[config.mk]
export PLATFORM = sky130hd
export DESIGN_NAME = a2d_arb
export DESIGN_NICKNAME = d
export VERILOG_FILES = /design/src/rtl/a2d_arb_pkg.sv /design/src/rtl/a2d_arb_rr_pick.sv /design/src/rtl/a2d_arb.sv
export SDC_FILE = /design/constraint.sdc
export NUM_CORES = 1
export LEC_CHECK = 0
export ABC_AREA = 1
export BUFFER_PORTS_ARGS = -buffer_cell sky130_fd_sc_hd__buf_2
export CORE_MARGIN = 8
export CORE_UTILIZATION = 37
export DETAILED_ROUTE_END_ITERATION = 16
export GPL_TIMING_DRIVEN = 1
export MAX_ROUTING_LAYER = met4
export PLACE_DENSITY_LB_ADDON = 0.1
export SLEW_MARGIN = 5
export SYNTH_ARGS = -nofsm -noshare
export SYNTH_HDL_FRONTEND = slang
export SYNTH_SLANG_ARGS = --single-unit
[constraint.sdc]
create_clock -name clk_i -period 2.54 [get_ports clk_i]
set_clock_uncertainty 0.2 [all_clocks]
set_input_delay 0.127 -clock clk_i [delete_from_list [all_inputs] [get_ports clk_i]]
set_output_delay 0.127 -clock clk_i [all_outputs]
set_load 0.05 [all_outputs]
[src/rtl/a2d_arb_pkg.sv]
// rtl/a2d_arb_pkg.sv - shared types and defaults for the A2D arbiter
package a2d_arb_pkg;

   typedef enum logic [1:0] {
      IDLE  = 2'd0,
      START = 2'd1,
      WAIT  = 2'd2,
      DONE  = 2'd3
   } arb_state_t;

   localparam int A2D_CH_W  = 3;
   localparam int A2D_RES_W = 12;
   localparam int A2D_TMO   = 4096;

   // Index width that stays at least 1 bit for degenerate sizes.
   function automatic int idx_w(input int n);
      return (n > 1) ? $clog2(n) : 1;
   endfunction

endpackage

[src/rtl/a2d_arb_rr_pick.sv]
// rtl/a2d_arb_rr_pick.sv - combinational round-robin pick: lowest active index at or after ptr
module rr_pick #(
   parameter int NREQ = 4,
   parameter int IW   = 2
) (
   input  logic [NREQ-1:0] req_i,
   input  logic [IW-1:0]   ptr_i,
   output logic            valid_o,
   output logic [IW-1:0]   idx_o
);

   int j;

   // Scan offsets from the far end so the closest offset to ptr wins last.
   always_comb begin
      valid_o = 1'b0;
      idx_o   = '0;
      j       = 0;
      for (int k = NREQ - 1; k >= 0; k--) begin
         j = (int'(ptr_i) + k) % NREQ;
         if (req_i[IW'(j)]) begin
            valid_o = 1'b1;
            idx_o   = IW'(j);
         end
      end
   end

endmodule

[src/rtl/a2d_arb.sv]
// rtl/a2d_arb.sv - round-robin sequencer sharing one A2D converter among NREQ requesters
module a2d_arb
   import a2d_arb_pkg::*;
#(
   parameter int NREQ  = 4,
   parameter int CH_W  = A2D_CH_W,
   parameter int RES_W = A2D_RES_W,
   parameter int TMO   = A2D_TMO
) (
   input  logic                 clk_i,
   input  logic                 rst_i,
   input  logic [NREQ-1:0]      req_i,
   input  logic [NREQ*CH_W-1:0] req_chnnl_i,
   output logic [NREQ-1:0]      gnt_o,
   output logic [NREQ-1:0]      done_o,
   output logic [RES_W-1:0]     rd_data_o,
   output logic                 tmo_err_o,
   output logic [CH_W-1:0]      chnnl_o,
   output logic                 strt_cnv_o,
   input  logic                 cnv_cmplt_i,
   input  logic [RES_W-1:0]     res_i
);

   localparam int IW = idx_w(NREQ);
   localparam int CW = idx_w(TMO);

   arb_state_t       state_q, state_d;
   logic [IW-1:0]    sel_q, sel_d;
   logic [IW-1:0]    rr_ptr_q, rr_ptr_d;
   logic [CW-1:0]    cnt_q, cnt_d;
   logic [CH_W-1:0]  chnnl_q, chnnl_d;
   logic [RES_W-1:0] rd_data_q, rd_data_d;
   logic             tmo_err_q, tmo_err_d;
   logic             strt_q, strt_d;
   logic [NREQ-1:0]  gnt_q, gnt_d;
   logic [NREQ-1:0]  done_q, done_d;

   logic             pick_valid;
   logic [IW-1:0]    pick_idx;
   logic             cnt_last;
   logic [NREQ-1:0]  pick_hot;
   logic [NREQ-1:0]  sel_hot;

   rr_pick #(
      .NREQ (NREQ),
      .IW   (IW)
   ) u_rr_pick (
      .req_i   (req_i),
      .ptr_i   (rr_ptr_q),
      .valid_o (pick_valid),
      .idx_o   (pick_idx)
   );

   assign cnt_last = (cnt_q == CW'(TMO - 1));
   assign pick_hot = {{(NREQ-1){1'b0}}, 1'b1} << pick_idx;
   assign sel_hot  = {{(NREQ-1){1'b0}}, 1'b1} << sel_q;

   always_ff @(posedge clk_i or posedge rst_i) begin
      if (rst_i) begin
         state_q <= IDLE;
      end else begin
         state_q <= state_d;
      end
   end

   always_comb begin
      state_d = state_q;
      unique case (state_q)
         IDLE:    if (pick_valid) state_d = START;
         START:   state_d = WAIT;
         WAIT:    if (cnv_cmplt_i || cnt_last) state_d = DONE;
         DONE:    state_d = IDLE;
         default: state_d = IDLE;
      endcase
   end

   // Output next-values are computed one cycle early so every port is a flop.
   always_comb begin
      sel_d     = sel_q;
      rr_ptr_d  = rr_ptr_q;
      cnt_d     = cnt_q;
      chnnl_d   = chnnl_q;
      rd_data_d = rd_data_q;
      tmo_err_d = tmo_err_q;
      strt_d    = 1'b0;
      gnt_d     = '0;
      done_d    = '0;
      unique case (state_q)
         IDLE: begin
            if (pick_valid) begin
               sel_d   = pick_idx;
               chnnl_d = req_chnnl_i[int'(pick_idx)*CH_W +: CH_W];
               strt_d  = 1'b1;
               gnt_d   = pick_hot;
            end
         end
         START: begin
            cnt_d = '0;
         end
         WAIT: begin
            // Completion takes priority over a coincident timeout.
            if (cnv_cmplt_i) begin
               rd_data_d = res_i;
               tmo_err_d = 1'b0;
               done_d    = sel_hot;
            end else if (cnt_last) begin
               rd_data_d = '0;
               tmo_err_d = 1'b1;
               done_d    = sel_hot;
            end else begin
               cnt_d = cnt_q + CW'(1);
            end
         end
         DONE: begin
            rr_ptr_d = (sel_q == IW'(NREQ - 1)) ? '0 : sel_q + IW'(1);
         end
         default: begin
            cnt_d = '0;
         end
      endcase
   end

   always_ff @(posedge clk_i or posedge rst_i) begin
      if (rst_i) begin
         sel_q     <= '0;
         rr_ptr_q  <= '0;
         cnt_q     <= '0;
         chnnl_q   <= '0;
         rd_data_q <= '0;
         tmo_err_q <= 1'b0;
         strt_q    <= 1'b0;
         gnt_q     <= '0;
         done_q    <= '0;
      end else begin
         sel_q     <= sel_d;
         rr_ptr_q  <= rr_ptr_d;
         cnt_q     <= cnt_d;
         chnnl_q   <= chnnl_d;
         rd_data_q <= rd_data_d;
         tmo_err_q <= tmo_err_d;
         strt_q    <= strt_d;
         gnt_q     <= gnt_d;
         done_q    <= done_d;
      end
   end

   assign gnt_o      = gnt_q;
   assign done_o     = done_q;
   assign rd_data_o  = rd_data_q;
   assign tmo_err_o  = tmo_err_q;
   assign chnnl_o    = chnnl_q;
   assign strt_cnv_o = strt_q;

endmodule

# --- Word level (Yosys, flattened, before mapping) ---
# Cells that the tools add are included.
# Widths: inputs -> output; s select.
word_totals:
  reg_bits: 43
  output_inout_bits: 25
  wordCells: 78
classes:
  add_sub_neg: 5
  multipliers: 1
  n_lt_le_gt_ge: 4
  n_eq_ne: 9
  shift: 3
  n_mux: 38
  reduce_logical: 8
op_table:
  columns: ["op", "count"]
  rows:
  - ["$mux 12", 4]
  - ["$pmux 12 s2", 1]
  - ["$mux 4", 5]
  - ["$lt 2x4->1 const B", 4]
  - ["$mux 1", 16]
  - ["$mux 2", 7]
  - ["$add 12x1->12 const B", 1]
  - ["$eq 12x12->1 const B", 1]
  - ["$shiftx 12x5->3", 1]
  - ["$bmux 1 s2", 4]
  - ["$ne 2x2->1 const B", 4]
  - ["$pmux 2 s4", 1]
  - ["$shl 1x2->4 const A", 2]
  - ["$eq 2x2->1 const B", 3]
  - ["$reduce_and 2->1", 3]
  - ["$add 2x1->2 const B", 2]
  - ["$add 2x2->2 const B", 2]
  - ["$mul 2x2->4 const B", 1]
  - ["$reduce_bool 2->1", 2]
  - ["$reduce_and 3->1", 1]
  - ["$eq 2x1->1 const B", 1]
  - ["$logic_not 2->1", 1]
  - ["$logic_or 1x1->1", 1]

# --- Longest topological paths before layout ---
logic_depth:
  depth_word: 11
  ltp_mapped: 16
  ltp_nobuf: 15

# --- Modules after synthesis ---
# A second synthesis with hierarchy kept.
hier_totals:
  hier_cells: 303
  area_unflattened_um2: 2346.0
modules_own_cells:
  columns: ["module", "instances", "cells_each", "area_each_um2", "seq_area_each_um2"]
  rows:
  - ["a2d_arb", 1, 257, 2133.3, 1076.0]
  - ["rr_pick", 1, 46, 212.7, 0.0]

# --- Worst setup path after synthesis ---
# Ideal clock, no wire load.
synth_path:
  kind: "register -> register"
  from: "reg cnt_q[0]"
  to: "reg cnt_q[6]"
  setup_time_ns: 0.122
  t_arrival_ns: 1.561
  t_required_ns: 2.218
  slack_ns: 0.657
  stages_incl_launch_ff: 12
  period_less_slack_ns: 1.883
  cell_sequence: "dfrtp_1 ha_1 nand3_2 nor4_2 nand4_1 nand2_1 inv_2 nand2_4 nand2_4 buf_6 nand2_1 o21ai_1"
synth_via:
  elab_chain_len: 4
  word_cells_on_any_way: 7
  classes_between: "add/sub: 1; eq/ne: 2; mux: 3; reduce/logical: 1"
synth_lines:
  columns: ["item", "line", "text"]
  rows:
  - ["from (decl)", "a2d_arb.sv:30", "logic [CW-1:0] cnt_q, cnt_d;"]
  - ["from (signal assigned)", "a2d_arb.sv:137", "cnt_q <= cnt_d;"]
  - ["$add 12x1->12", "a2d_arb.sv:111", "cnt_d = cnt_q + CW'(1);"]
  - ["$mux 12", "a2d_arb.sv:106", "end else if (cnt_last) begin"]
  - ["$mux 12", "a2d_arb.sv:102", "if (cnv_cmplt_i) begin"]
  - ["$pmux 12 s2", "a2d_arb.sv:88", "unique case (state_q)"]
# Parallel ways exist; a longest one is shown, timed or not. The select of a mux whose other input is x is not followed.
# A chain may end at the register's enable or synchronous reset.

# --- Worst setup path in the final report ---
layout_path:
  from: "reg cnt_q[0]"
  to: "reg cnt_q[7]"
# Same word-level chain as after synthesis.

==> metrics.cfg <==
[status]
status = finished, final reports clean

[clock_network]
cts_buffer_depth = 2
cts_buffers = 5
clock_latency_ns = 0.30
tritoncts = yes
clk_pin_slew_worst_paths_ns = 0.08
cts_resized = 0
h-tree-depth = 2
post_cts_buffers = 0
clock_sinks = 43
root_buffer = clkbuf_8

[cells_and_area]
layout-drive-gt1-share = 0.2553
fillerInstances = 643
layout.cells.non_filler = 453
syn2layout_area_growth_pct = 24.83
fin_nets = 416
diodes = 0

[routing]
dr.pass1.iters = 4
dr.first_iter.drc_count = 57
vias = 2080
ant_nets = 0
post_drt_wl_per_cell_microns = 12.18
routed_wl_microns = 5516
drcViolationCount = 0
viasPerCell = 4.592

[power_and_ir_drop]
switchingPower_uw = 1959
ir_drop_uv = 653.3
power.density_nw_per_um2 = 1251
swShare = 0.5243
pwr-share-clk = 0.139
combPwrFrac = 0.576
sequentialPowerShare = 0.285
leakage_uw = 0.001644
p_int_uw = 1778
power_uw = 3737

[synth]
netlist.top_cell.by_area = dfrtp_1
synth_cells = 304
synth_compound_area_frac = 0.04966
synth_top_family_by_area = simple AND/OR/NAND/NOR gates
yosysSeqAreaShare = 0.4496
synth-adder-area-share = 0.04705
synth.net_count = 344
synthMuxAreaShare = 0
synth-xor-area-share = 0.02561
ys_types = 29
yosysTopAreaCellShare = 0.4496
synth-simple-area-share = 0.3544
ys_ff_latch = 43
netlist_top_cells_area = dfrtp_1 45%, nand2_1 16%, nand3_1 6.9%, ha_1 4.7%, inv_1 4.2%
yosysWarningCount = 0
synth_ff_type = dfrtp_1
synthArstFlopShare = 1.000
synth_edf_count = 0
synth_area_per_cell_sq_um = 7.874
syn-cell-area_sq_um = 2394

[setup_path]
critPathMaxStageDelay_ns = 0.45
timing.reg2reg.setup_slack_ns = 0.41
crit_path_max_fanout = 13
slowest_stage = dfrtp_1
crit_family = simple AND/OR/NAND/NOR gates
start_kind = flop
worstPathArrival_ns = 2.10
crit_end = cnt_q[7]$_DFFE_PP0P_
critPathCaptureType = flop
crit_type = reg2reg
r2r-end = cnt_q[7]$_DFFE_PP0P_
crit_buf_inv = 2
reg2reg_from = cnt_q[0]$_DFFE_PP0P_
ff2ff_path_depth = 10
path_depth = 10
crit_chain = ha_1, nand3_2, nor4_2, nand4_1, nand2_1, inv_2, nand2_4, nand2_4, inv_2, o21ai_0
cp.required_ns = 2.51
startpoint = cnt_q[0]$_DFFE_PP0P_

[timing]
fin_crit_ns = 2.126
setup_tns_ns = 0
finalCritPeriodShare = 0.8371
hold_viol_final = 0
final_max_slew_viol_count = 0
tightest_slew_ns = 0.5405
timing.slew.headroom = 0.6397
setup_viol_count_final = 0
rsz0062_at_grt = no
max_freq_mhz = 470.3
finalWorstSetupSlack_ns = 0.4138

[placement]
place_ws_ns = 0.4119
dpl.hpwl_microns = 3990
numPlacedInstances = 432
io_buffer_count = 55
gp_congestion = 0.7927

[min_path]
hold_path.class = in2reg

[die]
initial_core_util = 0.3791
fp.dieH_microns = 96.43
core_area_sq_um = 6314
io_pins = 56
fp.dieW_microns = 96.43
dieArea_sq_um = 9299
rows = 29

[global_route]
grt_overflow_total = 0
grt_pass1_wl_microns = 9522
grt_pass1_vias = 2161
grt_max_degree = 44
antenna_found_initial = 0
grt_usage = 0.1334

[run]
maxCapViolations = 0

cells by family after synthesis:
group,Yosys count
AO/OA/AOI/OAI,19
XOR/XNOR,7
adder cells (fa/ha/maj),9
buffers and inverters,42
flip-flops,43
AND/OR/NAND/NOR,184
power by group through the flow:
stage                     Clock, uW  Combinational, uW  Sequential (uW)
final                           519               2150             1060
after global routing            562               2400             1090
after CTS                       544               2190             1070
after detailed placement          0               2170             1070
after global placement            0               2160             1080
after floorplan                   0               1210             1570
worst min-delay path by stage:
stage,slack (ns),end,cells after the start,from
floorplan,0.04,tmo_err_o$_DFFE_PP0P_,1,cnv_cmplt_i
global route,0.02,rd_data_o[4]$_DFFE_PP0P_,3,cnv_cmplt_i
global placement,0.1,strt_cnv_o$_DFF_PP0_,3,rst_i
CTS,0.004,rd_data_o[6]$_DFFE_PP0P_,3,cnv_cmplt_i
finish,0.01,chnnl_o[0]$_DFFE_PP0P_,7,req_chnnl_i[9]
detailed placement,0.11,chnnl_o[1]$_DFFE_PP0P_,3,rst_i
layer usage:
layer / global-route usage / vias to the layer above / share of wire / wire (microns)
met5: - / - / 0 / 0
met4: 0.04540 / 0 / 0.013 / 69
met3: 0.03246 / 7 / 0.041 / 225
met2: 0.2157 / 38 / 0.47 / 2603
met1: 0.1595 / 940 / 0.47 / 2617
li1: - / 1095 / - / -
metrics by stage:
step	hold slack (ns)	util	instance area, sq um
finish	0.01332	0.4732	2988
global placement	0.09995	0.4342	2741
CTS	0.003537	0.4732	2988
floorplan	0.03676	-	2394
detailed placement	0.1087	0.4342	2741
global route	0.02193	0.4732	2988
cell usage after synthesis, types with 4 or more instances:
master / instances
nand2_1: 104
inv_2: 8
inv_1: 27
dfrtp_1: 43
o21ai_2: 5
nor3_1: 5
nor2_1: 19
nand3_1: 33
a21oi_1: 4
nand2_4: 4
nand2_2: 7
ha_1: 9
xor2_1: 6
o21ai_0: 7
timing repair:
action	4_1_cts	5_1_grt
endpoints found under the setup margin	0	0
hold buffers	14	0
hold endpoints to repair	56	0
sequential cells by signal (all words and copies together) (netlist names):
register / count
chnnl_o: 3
gnt_o: 4
rr_ptr_q: 2
state_q: 2
cnt_q: 12
sel_q: 2
tmo_err_o: 1
done_o: 4
rd_data_o: 12
strt_cnv_o: 1
placed cells by master, fill, tap and decap left out, drive strengths merged:
master,instances
a21o,1
a21oi,4
a22oi,1
buf,57
bufinv,1
clkbuf,5
clkinvlp,1
dfrtp,43
dlygate4sd3,14
ha,9
inv,36
nand2,116
nand3,34
nand3b,3
nand4,2
nor2,23
nor3,5
nor4,1
o21ai,13
xnor2,1
xor2,6
worst reg2reg max path, cell delays in order, from the launching register on:
cell     delay (ns)
dfrtp_1        0.45
ha_1           0.23
nand3_2        0.13
nor4_2         0.22
nand4_1        0.13
nand2_1        0.12
inv_2          0.06
nand2_4        0.07
nand2_4        0.12
inv_2          0.18
o21ai_0        0.10
cell type report:
class                           count  area, sq um  area share
Clock buffer                        5        68.82     0.02303
Clock inverter                      2        37.54     0.01256
Inverter                           36        137.6     0.04606
Multi-Input combinational cell    219         1141      0.3819
Sequential cell                    43         1076      0.3601
Tap cell                           77        96.34     0.03224
Timing Repair Buffer               71        430.4      0.1441
Note: power is estimated with default switching activity, not from simulation.
